===== config.mk =====
export PLATFORM = sky130hd
export DESIGN_NAME = conv3x3_cfg_flat
export DESIGN_NICKNAME = d
export VERILOG_FILES = /design/src/rtl/conv3x3_cfg_if.sv /design/src/rtl/conv3x3_cfg.sv /design/src/flat_wrapper.sv
export SDC_FILE = /design/constraint.sdc
export NUM_CORES = 2
export LEC_CHECK = 0
export CAP_MARGIN = 20
export CORE_UTILIZATION = 65
export CTS_CLUSTER_SIZE = 30
export DETAILED_ROUTE_END_ITERATION = 6
export PLACE_DENSITY = 0.83
export SLEW_MARGIN = 20
export SYNTH_ARGS = -nofsm -noshare
export SYNTH_HDL_FRONTEND = slang
export SYNTH_SLANG_ARGS = --single-unit

===== constraint.sdc =====
create_clock -name i_clk -period 13.4 [get_ports i_clk]
set_input_delay 4.02 -clock i_clk [delete_from_list [all_inputs] [get_ports i_clk]]
set_output_delay 4.02 -clock i_clk [all_outputs]
set_load 0.02 [all_outputs]

===== src/rtl/conv3x3_cfg_if.sv =====
// Window/coefficient/result bundle for the configurable 3x3 convolution engine.
interface conv3x3_cfg_if #(
  parameter int DATA_W = 8,
  parameter int COEF_W = 8
);
  logic [9*DATA_W-1:0]       i_pixel_data;
  logic                      i_pixel_data_valid;
  logic [3:0]                i_shift;
  logic                      i_mode;
  logic                      i_coef_we;
  logic [3:0]                i_coef_addr;
  logic signed [COEF_W-1:0]  i_coef_data;
  logic [DATA_W-1:0]         o_convolved_data;
  logic                      o_convolved_data_valid;
  logic                      o_sat;

  modport master (
    output i_pixel_data, i_pixel_data_valid, i_shift, i_mode,
           i_coef_we, i_coef_addr, i_coef_data,
    input  o_convolved_data, o_convolved_data_valid, o_sat
  );

  modport slave (
    input  i_pixel_data, i_pixel_data_valid, i_shift, i_mode,
           i_coef_we, i_coef_addr, i_coef_data,
    output o_convolved_data, o_convolved_data_valid, o_sat
  );
endinterface


===== src/rtl/conv3x3_cfg.sv =====
// 3x3 convolution with loadable signed kernel, abs/signed output mode,
// rounded power-of-two normalisation and clamp to the unsigned pixel range.
// Registers: products (edge N), sum (N+1), |S| or S with shift (N+2),
// rounded/clamped pixel (N+3). Abs and rounding sit in separate stages to
// keep the carry chains behind each register short.
module conv3x3_cfg #(
  parameter int DATA_W = 8,
  parameter int COEF_W = 8
) (
  input  logic           i_clk,
  input  logic           i_rst,
  conv3x3_cfg_if.slave   bus
);
  localparam int PROD_W = DATA_W + COEF_W + 1;
  localparam int ACC_W  = DATA_W + COEF_W + 5;

  localparam logic signed [COEF_W-1:0] LAP_CENTRE = COEF_W'(8);
  localparam logic signed [COEF_W-1:0] LAP_EDGE   = '1;

  logic signed [COEF_W-1:0] r_coef [9];
  logic signed [PROD_W-1:0] r_prod [9];
  logic signed [PROD_W-1:0] w_prod [9];
  logic [3:0]               r_shift1, r_shift2, r_shift3;
  logic                     r_mode1, r_mode2;
  logic                     r_vld1, r_vld2, r_vld3, r_vld4;
  logic signed [ACC_W-1:0]  r_sum, w_sum, r_a, w_a;
  logic signed [ACC_W:0]    w_a_ext, w_bias, w_round;
  logic [DATA_W-1:0]        r_data, w_data;
  logic                     r_sat, w_sat;

  // Coefficient bank; resets to the Laplacian kernel.
  always_ff @(posedge i_clk or posedge i_rst) begin
    if (i_rst) begin
      for (int k = 0; k < 9; k++) r_coef[k] <= (k == 4) ? LAP_CENTRE : LAP_EDGE;
    end else if (bus.i_coef_we) begin
      for (int k = 0; k < 9; k++)
        if (bus.i_coef_addr == 4'(k)) r_coef[k] <= bus.i_coef_data;
    end
  end

  // Per-tap signed products; pixel zero-extended so it is never negative.
  always_comb begin
    for (int k = 0; k < 9; k++)
      w_prod[k] = $signed({{(COEF_W+1){1'b0}}, bus.i_pixel_data[k*DATA_W +: DATA_W]})
                  * PROD_W'(r_coef[k]);
  end

  // Stage 1: capture products with the window's shift/mode.
  always_ff @(posedge i_clk or posedge i_rst) begin
    if (i_rst) begin
      for (int k = 0; k < 9; k++) r_prod[k] <= '0;
      r_shift1 <= '0;
      r_mode1  <= 1'b0;
      r_vld1   <= 1'b0;
    end else begin
      r_vld1 <= bus.i_pixel_data_valid;
      if (bus.i_pixel_data_valid) begin
        for (int k = 0; k < 9; k++) r_prod[k] <= w_prod[k];
        r_shift1 <= bus.i_shift;
        r_mode1  <= bus.i_mode;
      end
    end
  end

  // Adder tree over sign-extended products.
  always_comb begin
    w_sum = '0;
    for (int k = 0; k < 9; k++) w_sum = w_sum + ACC_W'(r_prod[k]);
  end

  // Stage 2: capture the sum.
  always_ff @(posedge i_clk or posedge i_rst) begin
    if (i_rst) begin
      r_sum    <= '0;
      r_shift2 <= '0;
      r_mode2  <= 1'b0;
      r_vld2   <= 1'b0;
    end else begin
      r_vld2 <= r_vld1;
      if (r_vld1) begin
        r_sum    <= w_sum;
        r_shift2 <= r_shift1;
        r_mode2  <= r_mode1;
      end
    end
  end

  // Absolute value in mode 1; the sum can never reach the most negative code.
  always_comb begin
    w_a = r_sum;
    if (r_mode2 && r_sum[ACC_W-1]) w_a = -r_sum;
  end

  // Stage 3a: capture the (possibly rectified) sum with its shift.
  always_ff @(posedge i_clk or posedge i_rst) begin
    if (i_rst) begin
      r_a      <= '0;
      r_shift3 <= '0;
      r_vld3   <= 1'b0;
    end else begin
      r_vld3 <= r_vld2;
      if (r_vld2) begin
        r_a      <= w_a;
        r_shift3 <= r_shift2;
      end
    end
  end

  // Round half up, arithmetic shift, then clamp to [0, 2^DATA_W-1].
  always_comb begin
    w_a_ext = {r_a[ACC_W-1], r_a};
    w_bias  = '0;
    if (r_shift3 != 4'd0) w_bias[5'(r_shift3) - 5'd1] = 1'b1;
    w_round = (w_a_ext + w_bias) >>> r_shift3;
    w_data  = w_round[DATA_W-1:0];
    w_sat   = 1'b0;
    if (w_round[ACC_W]) begin
      w_data = '0;
      w_sat  = 1'b1;
    end else if (w_round[ACC_W-1:DATA_W] != '0) begin
      w_data = '1;
      w_sat  = 1'b1;
    end
  end

  // Stage 3b: output register; holds its pixel while no result is valid.
  always_ff @(posedge i_clk or posedge i_rst) begin
    if (i_rst) begin
      r_data <= '0;
      r_sat  <= 1'b0;
      r_vld4 <= 1'b0;
    end else begin
      r_vld4 <= r_vld3;
      if (r_vld3) begin
        r_data <= w_data;
        r_sat  <= w_sat;
      end
    end
  end

  assign bus.o_convolved_data       = r_data;
  assign bus.o_convolved_data_valid = r_vld4;
  assign bus.o_sat                  = r_sat;
endmodule


===== src/flat_wrapper.sv =====
// flat-port wrapper written by rule: the top's interface ports become plain ports
module conv3x3_cfg_flat 
#(
  parameter int DATA_W = 8,
  parameter int COEF_W = 8
)
  (i_clk, i_rst, bus_i_pixel_data, bus_i_pixel_data_valid, bus_i_shift, bus_i_mode, bus_i_coef_we, bus_i_coef_addr, bus_i_coef_data, bus_o_convolved_data, bus_o_convolved_data_valid, bus_o_sat);
  conv3x3_cfg_if #(.DATA_W(DATA_W), .COEF_W(COEF_W)) bus_i ();
  input  logic i_clk;
  input  logic i_rst;
  input wire logic [$bits(bus_i.i_pixel_data)-1:0] bus_i_pixel_data;
  input wire logic [$bits(bus_i.i_pixel_data_valid)-1:0] bus_i_pixel_data_valid;
  input wire logic [$bits(bus_i.i_shift)-1:0] bus_i_shift;
  input wire logic [$bits(bus_i.i_mode)-1:0] bus_i_mode;
  input wire logic [$bits(bus_i.i_coef_we)-1:0] bus_i_coef_we;
  input wire logic [$bits(bus_i.i_coef_addr)-1:0] bus_i_coef_addr;
  input wire logic [$bits(bus_i.i_coef_data)-1:0] bus_i_coef_data;
  output wire logic [$bits(bus_i.o_convolved_data)-1:0] bus_o_convolved_data;
  output wire logic [$bits(bus_i.o_convolved_data_valid)-1:0] bus_o_convolved_data_valid;
  output wire logic [$bits(bus_i.o_sat)-1:0] bus_o_sat;
  assign bus_i.i_pixel_data = bus_i_pixel_data;
  assign bus_i.i_pixel_data_valid = bus_i_pixel_data_valid;
  assign bus_i.i_shift = bus_i_shift;
  assign bus_i.i_mode = bus_i_mode;
  assign bus_i.i_coef_we = bus_i_coef_we;
  assign bus_i.i_coef_addr = bus_i_coef_addr;
  assign bus_i.i_coef_data = bus_i_coef_data;
  assign bus_o_convolved_data = bus_i.o_convolved_data;
  assign bus_o_convolved_data_valid = bus_i.o_convolved_data_valid;
  assign bus_o_sat = bus_i.o_sat;
  conv3x3_cfg #(.DATA_W(DATA_W), .COEF_W(COEF_W)) u_core (.i_clk(i_clk), .i_rst(i_rst), .bus(bus_i));
endmodule

==> run metrics <==
run status=complete, but fails checks; failing checks=design-rule violations; largest net degree at the start of global routing=120; Tcrit/Tclk final=64.3%; Commonest cells post-synth=687 x inv_1, 448 x ha_1, 445 x fa_1; Inserted Diodes=0; Finish-stage setup viols=0; Post-CTS Hold Buffers=0; top-count cell post-synth=inv_1; TritonRoute pass-1 iters=7; Post-synth EDFFs=0; Clk Latency, worst-skew pair=580 ps; clock skew=~35 ps; Arr. time, crit path=9020 ps; Yosys top cell area share=about 24%; Num CTS Buffers=36; DR vias=27.2k; clk sinks=294; FP Rows=86; Core Region=roughly 56,000 um2; CP Max Fanout=8; post-layout min period=8610 ps; post-route worst setup slack=4790 ps; Synth Area in Adders=39.4%; Setup CP Type=in2reg; vias in the first global route=about 28k; Placer Congestion=0.935; post-synthesis xor/xnor area fraction=3.56%; mapped cell area=36,900 um2; io pins=103; compound-gate portion of the synthesized area=8.52%; final net count=slightly below 5k; Initial Utilization=66.3%; Final Max Slew Viols=0; die width=240 um; GRT Overall Usage=32.1%; number of synthesized register bits=294; CP required=around 14,000 ps; register area=around 7400 um2; Routed WL=approximately 88,000 um; Routed Antenna Nets=0; Hold/Removal Path Class=reg2reg; P&R area growth vs syn=8.24%; reg2reg setup slack=5840 ps; cells after synthesis=3,854; Root Driver=clkbuf_16; post_cts resized=0; Initial DRC Count=1,712; MaxCap Viol Count=0; largest family of logic cells by synthesized area=adder cells; grt ovf=0; TritonCTS clock tree=yes; post-CTS setup buffer count=0; # fillers=3,963; RSZ-0062 raised after global routing=false; CP startpoint=bus_i_pixel_data[43]; clock slew at reported path FFs=60 ps; pre-CTS WS=~4300 ps; worst r2r path cells=28; post-synth top area cell=fa_1; reg-to-reg critical path endpoint=u_core.r_sum[19]; Hold Fails Final Rpt=0; share of layout cells above drive strength 1=around 9%; async set-reset flop share out of synthesis=between 90% and 100%; global-route wire length before repair=145,000 um; top cells by area in the synthesized netlist=fa_1 24%, dfrtp_1 16%, ha_1 15%, inv_1 7.0%, mux2_2 5.4%; antenna violations before repair=4; multi-input logic area=26,500 um2; Slew @ Worst Pin=1150 ps; startpoint types=input port; sequential area share after synthesis=20.2%; Syn Area/Cell=9.57 um2; Die Y=around 240 um; # port buffers=about 100; setup tns final=0 ps; yosys warns=0; distinct cell type count after synthesis=91; most common flop cell mapped by yosys=dfrtp_1; Bufs on Longest Clock Path=3; DRC=2; Die ar.=between 50,000 and 60,000 um2; vias per inst=5.78; Max Clk Rate=around 120 MHz; HPWL after DPL=69,400 um; RR Startpoint=u_core.r_prod[103]; Setup crit end=u_core.r_prod[67]; mux contribution to synthesized area=under 10%; WL/cell=18.6 um; H-tree levels=2; normalized max-slew margin=between 20% and 30%; Synth Area in Simple Gates=approximately 14%; CP endpoint kind=flop
==> cell usage in the layout, fill, tap and decap left out, drive strengths merged, types with 6 or more instances in the layout <==
cell type,instances
o21ai,169
dfrtp,229
conb,6
a31o,6
a21boi,11
clkdlybuf4s50,101
ha,448
fa,445
a31oi,24
clkbuf,43
a21oi,132
and3,19
dfstp,65
clkinv,17
nor2b,14
nand2,346
or3,25
a21o,44
a211oi,17
nor3,55
mux2,178
nand3,30
nor2,158
xor2,27
mux2i,19
nand2b,56
o21a,6
nor3b,6
xnor2,122
inv,688
o21bai,14
o31ai,13
o41ai,13
and2,308
buf,14
==> through the flow <==
step                      utilization, %  cell area (um2)  hold WS [ps]  instances
after floorplan                        -            36900           352       3859
after detailed placement            69.4            38600           372       4638
after CTS                           71.8            39900           382       4704
after global routing                71.8            39900           385       4704
final                               71.8            39900           379       4704
after global placement              69.4            38600           358       4638
==> worst max-delay path, stage by stage <==
cell and delay (ps):
clkdlybuf4s50_1 550, and2_1 250, fa_1 410, inv_1 70, fa_1 430, fa_1 510, fa_1 490, inv_1 40
ha_1 320, nor2b_1 170, o21ai_0 290, a21boi_0 190, o21ai_0 220, a21boi_0 130, o21ai_0 210, a21oi_1 120
o31ai_1 310, xnor2_1 180, a21oi_1 90
==> registers in the layout, summed over array words and instances (netlist names), 4 cells and up <==
name                         cells
u_core.r_shift3                  4
u_core.r_shift2                  4
u_core.r_sum                    21
u_core.r_shift1                  4
u_core.r_a                      21
u_core.r_prod                  153
u_core.bus.o_convolved_data      8
u_core.r_coef                   72
==> worst min path at each step <==
stage                             start            end  slack [ps]  depth (start not counted)
after floorplan           u_core.r_vld1  u_core.r_vld2         350                          0
after global placement    u_core.r_vld1  u_core.r_vld2         360                          0
after detailed placement  u_core.r_vld1  u_core.r_vld2         370                          0
after CTS                 u_core.r_vld1  u_core.r_vld2         380                          0
after global routing      u_core.r_vld1  u_core.r_vld2         390                          0
final                     u_core.r_vld1  u_core.r_vld2         380                          0
==> layer usage <==
metal / part of all wire, % / routed length, um / global-route usage [%] / vias up
met3: 5.5 / 4800 / 3.94 / 272
li1: - / - / - / 12600
met5: 0.010 / 9 / 0 / -
met4: 5.9 / 5170 / 17.8 / 2
met1: 40 / 35000 / 40.2 / 13500
met2: 49 / 42600 / 54.1 / 864
==> logic make-up (layout without fill, tap and decap cells) <==
group	count (synthesis)	after routing
and+or+nand+nor	1043	1043
adders and majority gates	893	893
buffers and inverters	774	871
AOI/OAI and AO/OA	498	498
DFF	294	294
muxes	202	202
xor gates and xnor gates	149	149
other	1	6
==> final cells by class <==
| class | instances | share of cell area, % |
|---|---|---|
| repair buffers | 115 | 2.81 |
| flip-flops and latches | 294 | 18.6 |
| multi-input cells | 2791 | 66.5 |
| clock inverters | 23 | 0.696 |
| clock buffers | 43 | 2.53 |
| inverters | 690 | 6.51 |
| well taps | 748 | 2.34 |
Power is not shown: default switching activity piles up to over one toggle a cycle in this logic, so the estimate is an artifact.
